--- src/rtl/csr_trap_sequencer.sv ---
// Hardware CSR writer for machine-mode trap entry and mret return, with PC redirect.
// Optional mtval write is enabled by defining CSR_TRAP_MTVAL_EN.
`ifndef XLEN_32b
`define XLEN_32b 1
`endif
`ifndef XLEN_64b
`define XLEN_64b 2
`endif

module csr_trap_sequencer #(
  parameter int                             XLEN          = `XLEN_64b,
  parameter logic [(1<<(XLEN+4))-1:0]       TRAP_PC_RESET = '0
) (
  input  logic                       i_clk,
  input  logic                       i_rst,
  input  logic                       i_trap_req,
  input  logic [(1<<(XLEN+4))-1:0]   i_trap_cause,
  input  logic [(1<<(XLEN+4))-1:0]   i_trap_pc,
  input  logic [(1<<(XLEN+4))-1:0]   i_trap_tval,
  input  logic                       i_mret_req,
  input  logic [(1<<(XLEN+4))-1:0]   i_mstatus,
  input  logic [(1<<(XLEN+4))-1:0]   i_mtvec,
  input  logic [(1<<(XLEN+4))-1:0]   i_mepc,
  output logic                       o_csr_we,
  output logic [11:0]                o_csr_addr,
  output logic [(1<<(XLEN+4))-1:0]   o_csr_wdata,
  output logic                       o_busy,
  output logic                       o_flush,
  output logic                       o_redirect_valid,
  output logic [(1<<(XLEN+4))-1:0]   o_redirect_pc
);
  localparam int W = 1 << (XLEN + 4);
  localparam logic [W-1:0] ALIGN_MASK   = {{(W-2){1'b1}}, 2'b00};
  localparam logic [11:0]  CSR_MSTATUS  = 12'h300;
  localparam logic [11:0]  CSR_MEPC     = 12'h341;
  localparam logic [11:0]  CSR_MCAUSE   = 12'h342;
  localparam logic [11:0]  CSR_MTVAL    = 12'h343;

  typedef enum logic [2:0] {
    IDLE, W_MEPC, W_MCAUSE, W_MTVAL, W_MSTATUS, W_MSTATUS_RET, REDIRECT
  } state_e;

  // Requests are single-cycle samples taken only in IDLE (o_busy low); while
  // o_busy is high the pipeline must hold its request, it is not queued here.
  state_e         state_q, state_d;
  logic [W-1:0]   cause_q, cause_d;
  logic [W-1:0]   tval_q, tval_d;
  logic           we_q, we_d;
  logic [11:0]    addr_q, addr_d;
  logic [W-1:0]   wdata_q, wdata_d;
  logic           busy_q, busy_d;
  logic           flush_q, flush_d;
  logic           rvalid_q, rvalid_d;
  logic [W-1:0]   rpc_q, rpc_d;
  logic [W-1:0]   mtvec_base;
  logic [W-1:0]   trap_target;

  function automatic logic [W-1:0] mstatus_on_trap(input logic [W-1:0] m);
    logic [W-1:0] r;
    r        = m;
    r[7]     = m[3];
    r[3]     = 1'b0;
    r[12:11] = 2'b11;
    return r;
  endfunction

  function automatic logic [W-1:0] mstatus_on_mret(input logic [W-1:0] m);
    logic [W-1:0] r;
    r        = m;
    r[3]     = m[7];
    r[7]     = 1'b1;
    r[12:11] = 2'b11;
    return r;
  endfunction

  // Vectored mode applies to interrupts only; offset is cause*4, wrapping mod 2^W.
  assign mtvec_base  = i_mtvec & ALIGN_MASK;
  assign trap_target = (i_mtvec[1:0] == 2'b01 && cause_q[W-1])
                       ? mtvec_base + {cause_q[W-3:0], 2'b00}
                       : mtvec_base;

`ifdef CSR_TRAP_MTVAL_EN
  always_comb tval_d = (state_q == IDLE && i_trap_req) ? i_trap_tval : tval_q;
`else
  logic unused_tval;
  assign unused_tval = ^{i_trap_tval, tval_q};
  always_comb tval_d = '0;
`endif

  always_comb begin
    state_d  = state_q;
    cause_d  = cause_q;
    we_d     = 1'b0;
    addr_d   = '0;
    wdata_d  = '0;
    busy_d   = 1'b1;
    flush_d  = 1'b1;
    rvalid_d = 1'b0;
    rpc_d    = rpc_q;
    case (state_q)
      IDLE: begin
        busy_d  = 1'b0;
        flush_d = 1'b0;
        if (i_trap_req) begin
          state_d = W_MEPC;
          cause_d = i_trap_cause;
          busy_d  = 1'b1;
          flush_d = 1'b1;
          we_d    = 1'b1;
          addr_d  = CSR_MEPC;
          wdata_d = i_trap_pc & ALIGN_MASK;
        end else if (i_mret_req) begin
          state_d = W_MSTATUS_RET;
          busy_d  = 1'b1;
          flush_d = 1'b1;
          we_d    = 1'b1;
          addr_d  = CSR_MSTATUS;
          wdata_d = mstatus_on_mret(i_mstatus);
        end
      end
      W_MEPC: begin
        state_d = W_MCAUSE;
        we_d    = 1'b1;
        addr_d  = CSR_MCAUSE;
        wdata_d = cause_q;
      end
`ifdef CSR_TRAP_MTVAL_EN
      W_MCAUSE: begin
        state_d = W_MTVAL;
        we_d    = 1'b1;
        addr_d  = CSR_MTVAL;
        wdata_d = tval_q;
      end
      W_MTVAL: begin
        state_d = W_MSTATUS;
        we_d    = 1'b1;
        addr_d  = CSR_MSTATUS;
        wdata_d = mstatus_on_trap(i_mstatus);
      end
`else
      W_MCAUSE: begin
        state_d = W_MSTATUS;
        we_d    = 1'b1;
        addr_d  = CSR_MSTATUS;
        wdata_d = mstatus_on_trap(i_mstatus);
      end
`endif
      W_MSTATUS: begin
        state_d  = REDIRECT;
        rvalid_d = 1'b1;
        rpc_d    = trap_target;
      end
      W_MSTATUS_RET: begin
        state_d  = REDIRECT;
        rvalid_d = 1'b1;
        rpc_d    = i_mepc & ALIGN_MASK;
      end
      REDIRECT: begin
        state_d = IDLE;
        busy_d  = 1'b0;
        flush_d = 1'b0;
      end
      default: begin
        state_d = IDLE;
        busy_d  = 1'b0;
        flush_d = 1'b0;
      end
    endcase
  end

  always_ff @(posedge i_clk) begin
    if (i_rst) begin
      state_q  <= IDLE;
      cause_q  <= '0;
      tval_q   <= '0;
      we_q     <= 1'b0;
      addr_q   <= '0;
      wdata_q  <= '0;
      busy_q   <= 1'b0;
      flush_q  <= 1'b0;
      rvalid_q <= 1'b0;
      rpc_q    <= TRAP_PC_RESET;
    end else begin
      state_q  <= state_d;
      cause_q  <= cause_d;
      tval_q   <= tval_d;
      we_q     <= we_d;
      addr_q   <= addr_d;
      wdata_q  <= wdata_d;
      busy_q   <= busy_d;
      flush_q  <= flush_d;
      rvalid_q <= rvalid_d;
      rpc_q    <= rpc_d;
    end
  end

  assign o_csr_we         = we_q;
  assign o_csr_addr       = addr_q;
  assign o_csr_wdata      = wdata_q;
  assign o_busy           = busy_q;
  assign o_flush          = flush_q;
  assign o_redirect_valid = rvalid_q;
  assign o_redirect_pc    = rpc_q;

endmodule

--- config.mk ---
export PLATFORM = sky130hd
export DESIGN_NAME = csr_trap_sequencer
export DESIGN_NICKNAME = d
export VERILOG_FILES = /design/src/rtl/csr_trap_sequencer.sv
export SDC_FILE = /design/constraint.sdc
export NUM_CORES = 1
export LEC_CHECK = 0
export ABC_AREA = 1
export CAP_MARGIN = 20
export CORE_AREA = 4 4 207 209
export DETAILED_ROUTE_END_ITERATION = 8
export DIE_AREA = 0 0 211 213
export GPL_TIMING_DRIVEN = 0
export PLACE_DENSITY = 0.68
export REMOVE_ABC_BUFFERS = 1
export SLEW_MARGIN = 25
export SYNTH_ARGS = -nofsm -noshare
export SYNTH_HDL_FRONTEND = slang
export SYNTH_SLANG_ARGS = --single-unit
--- constraint.sdc ---
create_clock -name i_clk -period 1.9 [get_ports i_clk]
set_input_delay 0.38 -clock i_clk [delete_from_list [all_inputs] [get_ports i_clk]]
set_output_delay 0.38 -clock i_clk [all_outputs]
set_load 0.05 [all_outputs]
# --- Word level (Yosys, flattened, before mapping) ---
# Index checks and enable logic that the tools add are counted.
op_classes:
  shifts: 0
  muxes: 16
  magnitude_cmp: 0
  div_mod_pow: 0
  n_addsub: 1
  reduce_logical: 7
  n_eq_ne: 6
  multipliers: 0
  bitwise_logic: 0
op_table:
  columns: ["cell", "count"]
  rows:
  - ["$mux 64", 3]
  - ["$pmux 64 s3", 1]
  - ["$pmux 64 s2", 1]
  - ["$add 64x64->64", 1]
  - ["$pmux 10 s3", 1]
  - ["$mux 10", 2]
  - ["$pmux 3 s4", 1]
  - ["$eq 3x3->1 const B", 2]
  - ["$mux 3", 2]
  - ["$pmux 1 s2", 2]
  - ["$reduce_or 2->1", 2]
  - ["$reduce_or 4->1", 1]
  - ["$eq 3x1->1 const B", 1]
  - ["$eq 3x2->1 const B", 1]
  - ["$logic_not 3->1", 1]
  - ["$mux 1", 3]
  - ["$ne 3x3->1 const B", 1]
  - ["$eq 2x1->1 const B", 1]
  - ["$reduce_and 2->1", 1]
  - ["$reduce_bool 2->1", 1]
  - ["$logic_and 1x1->1", 1]
totals:
  mem_count: 0
  output_inout_bits: 144
  wordCells: 38
  latchBits: 0
  ramBits: 0
  register_bits: 210
  input_bits: 388
  mem_bits_ro: 0

# --- Longest topological paths before layout ---
# Gate-level depths: netlist (run 1).
depth:
  ltp_word: 4
  mapped_depth: 15
  mapped_depth_nobuf: 15

# --- Worst setup path before layout (run 1) ---
# No wires, ideal clock.
synth_timing:
  kind: "input to register"
  start: "input i_mtvec[2]"
  end: "register rpc_q[40], in the netlist o_redirect_pc[40]"
  cell_stages: 14
  path_slack_ns: -0.161
  path_buffers: 0
  arrival_ns: 1.941
  setup_ns: 0.120
  path_cell_list: "ha_1 -> fa_1 -> nand3_1 -> nand3_2 -> nand2_1 -> nand2_1 -> nand2_1 -> nand3_2 -> nand2_1 -> nand2_1 -> nand2_1 -> nand2_1 -> o21bai_1 -> a21oi_1"
synth_between:
  elab_chain_cells: 3
synth_rtl:
  columns: ["element", "line", "source"]
  rows:
  - ["start: declaration", "22", "input logic [(1<<(XLEN+4))-1:0] i_mtvec,"]
  - ["$add 64x64->64", "79", "? mtvec_base + {cause_q[W-3:0], 2'b00}"]
  - ["$mux 64", "79", null]
  - ["$pmux 64 s2", "100", "case (state_q)"]
  - ["end signal: assignment", "193", "rpc_q <= rpc_d;"]
  - ["end: declaration", "54", "logic [W-1:0] rpc_q, rpc_d;"]
# Every way passes these cells.
# A chain may end at the register's enable or synchronous reset.

# --- Final worst setup path (run 1) ---
layout_timing:
  start: "register cause_q[0]"
  end: "register rpc_q[24], in the netlist o_redirect_pc[24]"
layout_between:
  elab_chain_cells: 3
layout_rtl:
  columns: ["element", "line", "source"]
  rows:
  - ["start: declaration", "46", "logic [W-1:0] cause_q, cause_d;"]
  - ["start signal: assignment", "185", "cause_q <= cause_d;"]
  - ["$add 64x64->64", "79", null]
  - ["$mux 64", "79", null]
  - ["$pmux 64 s2", "100", null]
# Every way passes these cells.

==> results of run 1 <==
power by group:
group | internal (mW) | switching [mW] | total (mW)
combinational | 6.55 | 12.3 | 18.8
sequential | 5.65 | 0.994 | 6.65
clock | 1.71 | 1.87 | 3.58
total | 13.9 | 15.1 | 29.0
cells by family after synthesis:
family	Yosys count	share of synthesized area, %
and+or+nand+nor	1058	31.2
AOI/OAI and AO/OA	498	20.0
buffers and inverters	466	13.0
DFF	199	28.6
adders and majority gates	62	5.61
xor gates and xnor gates	27	1.69
other	1	0.0269
cell type report:
| class | instances | area, um^2 |
|---|---|---|
| fill | 3827 | 17900 |
| multi-input combinational | 1655 | 10800 |
| timing repair buffer | 537 | 5360 |
| sequential | 199 | 4130 |
| inverter | 364 | 1420 |
| tap | 532 | 666 |
| clock buffer | 18 | 429 |
| clock inverter | 14 | 120 |
| antenna | 10 | 25.0 |
per-layer routing:
metal	global-route usage, %	part of all wire (%)	vias to the layer above
li1	-	-	8250
met1	34.7	43	8049
met2	43.3	48	667
met3	5.42	7.0	123
met4	7.80	2.5	12
met5	0	0.088	-
layout by cell type (no fill, tap or decap), drive strengths merged, types with 9 or more instances in the layout:
| cell type | n |
|---|---|
| a21oi | 202 |
| a221oi | 28 |
| a31oi | 32 |
| buf | 85 |
| clkbuf | 19 |
| clkdlybuf4s50 | 274 |
| conb | 9 |
| dfxtp | 199 |
| diode | 10 |
| dlygate4sd2 | 173 |
| ha | 61 |
| inv | 366 |
| nand2 | 682 |
| nand3 | 81 |
| nand4 | 13 |
| nor2 | 267 |
| nor3 | 13 |
| o21ai | 189 |
| o21bai | 35 |
| xor2 | 20 |
path summary, 6_finish.rpt:
| check | cells after the start | start | endpoint | slack (ps) |
|---|---|---|---|---|
| worst max-delay path | 12 | cause_q[0] | o_redirect_pc[24] | -330 |
| worst min-delay path | 2 | i_rst | o_csr_wdata[60] | 260 |
| worst max register to register | 12 | cause_q[0] | o_redirect_pc[24] | -330 |
| worst min register to register | 2 | cause_q[63] | cause_q[63] | 480 |
registers in the layout, indices dropped and copies added (netlist names):
name,count
cause_q,64
o_csr_addr,4
o_csr_wdata,64
o_flush,1
o_redirect_pc,62
o_redirect_valid,1
state_q,3
worst reg2reg max path, cell delays in order, from the launching register on:
cell,delay (ps)
dfxtp_2,340
ha_4,160
fa_2,380
nand3_2,110
nand3_4,160
nand2_4,130
nand2_4,80
nand2_4,70
nand3_4,100
xnor2_2,170
nand2_1,70
o211ai_1,210
a21oi_1,120
what timing repair did:
action / 4_1_cts / 5_1_grt
endpoints found under the setup margin: 299 / 110
pin swaps: 99 / 175
buffers inserted: 37 / 32
gates resized for setup: 522 / 379
gates cloned: 1 / 1
hold buffers: 0 / 0
==> summary.md, run 1 <==
| Metric | Value |
|---|---|
| Status | finished, violations left |
| Failing checks | negative setup slack |
| Max VDD drop | 1.10 mV |
| Finished Layout Cells | 3,329 |
| WP data arrival | 2580 ps |
| Starting DRC count in detailed routing | 1,276 |
| Max-slew headroom | 58.9% |
| Final period utilization | 117% |
| Largest net degree at the start of global routing | 69 |
| Pre-antenna DRT Iters | 7 |
| Number of I/O pins | 532 |
| Synth Warn # | 0 |
| I/O Buffers | 452 |
| Top cells by area, synth | dfxtp_1 29%, nand2_1 18%, inv_1 9.6% |
| Place WS | -1480 ps |
| Layout Nets | 3,224 |
| Top cells by count, synth | 660 x nand2_1, 356 x inv_1, 249 x nor2_1, 199 x dfxtp_1, 193 x a21oi_1 |
| Post-synth EDFFs | 0 |
| Final slew viol count | 0 |
| Gr usage total | 26.2% |
| Clk root buf | clkbuf_16 |
| Routability Congestion | 0.930 |
| Clock slew at reported path FFs | 80 ps |
| FFs w/ async S/R, synth | 0% |
| Crit path top cell by count | nand2_4 |
| Placed cell area | 0.0192 mm^2 |
| Measured slew at the worst slew-check pin | 610 ps |
| Total Wirelength | 64,700 um |
| PD cells | 1260 mW/mm^2 |
| Synth top area share | 28.6% |
| First-pass GRT wire length | 91,600 um |
| Area of the core | 0.0408 mm^2 |
| Avg Cell Area, Syn | 6.04 um^2 |
| Kind of cell adding the most delay to the critical path | simple AND/OR/NAND/NOR gates |
| Hold Vio Cnt, Final | 0 |
| Peak Freq | 0.448 GHz |
| GRT Residual Overflow | 0 |
| WHS | 264 ps |
| Final ANT Viol Nets | 0 |
| Max Cap Viol | 0 |
| RSZ-0062 raised after global routing | yes |
| Initial antenna violation count | 20 |
| Seq cells post-synth | 199 |
| Synth unique cells | 35 |
| Post-Layout Inst Area | 0.0230 mm^2 |
| Final Power | 29.0 mW |
| Setup TNS | -7000 ps |
| Worst path bufs/invs | 0 |
| Vias | 17.1k |
| Most common flop cell mapped by yosys | dfxtp_1 |
| CP max-delay cell | fa_2 |
| Post-detail-place hpwl | 48,200 um |
| Synthesis-to-finish area growth | 64.6% |
| Startpoint types | flip-flop |
| Worst-path cell chain | ha_4 > fa_2 > nand3_2 > nand3_4 > nand2_4 > nand2_4 > nand2_4 > nand3_4 > xnor2_2 > nand2_1 > o211ai_1 > a21oi_1 |
| Die Span Y | 213 um |
| Final Critical Period | 2230 ps |
| # setup viols final | 53 |
| CP required | 2250 ps |
| Post-Syn Area | 0.0140 mm^2 |
| Horiz. Die Dim | 211 um |
| WS Path Type | reg2reg |
| Initial core utilization | 34.2% |
| Worst setup EP type | flip-flop |
| # rows | 74 |
| Vias per std cell | 5.14 |
| Post-Synthesis Cells | 2,311 |
| Residual DRC | 0 |
| Register area share after synthesis | 28.6% |
| Max incr delay on CP | 380 ps |
| Fin util | 56.2% |
| Num CTS Buffers | 17 |
| Max Fanout on Critical Path | 5 |
| Die ar. | 0.0449 mm^2 |
| Vias in the first global route | 16.1k |
| # clock sinks | 199 |
| H-tree depth | 4 |
| Clk_lat worst skew | 490 ps |
| Worst Hold Class | in2reg |
| Lkg Pwr | 10.8 nW |
| CTS tree | yes |
| Leading area contributor after synthesis | dfxtp_1 |
| Fin worst setup slack | -330 ps |
| CTS Buffer Depth | 2 |
| Cell with the most instances after synthesis | nand2_1 |
| Placed cells | 3,218 |
| Average wire per standard cell | 19.4 um |
| Share of layout cells above drive strength 1 | 24.7% |
| Skew final | 15.6 ps |
Power figures use the tool's default switching activity.
==> run 2, diff against run 1 <==
CAP_MARGIN = 15   (was 20)
CTS_CLUSTER_SIZE = 28   (was default)
==> results of run 2 <==
The final DEF is identical to that of run 1; final timing and power are the same.
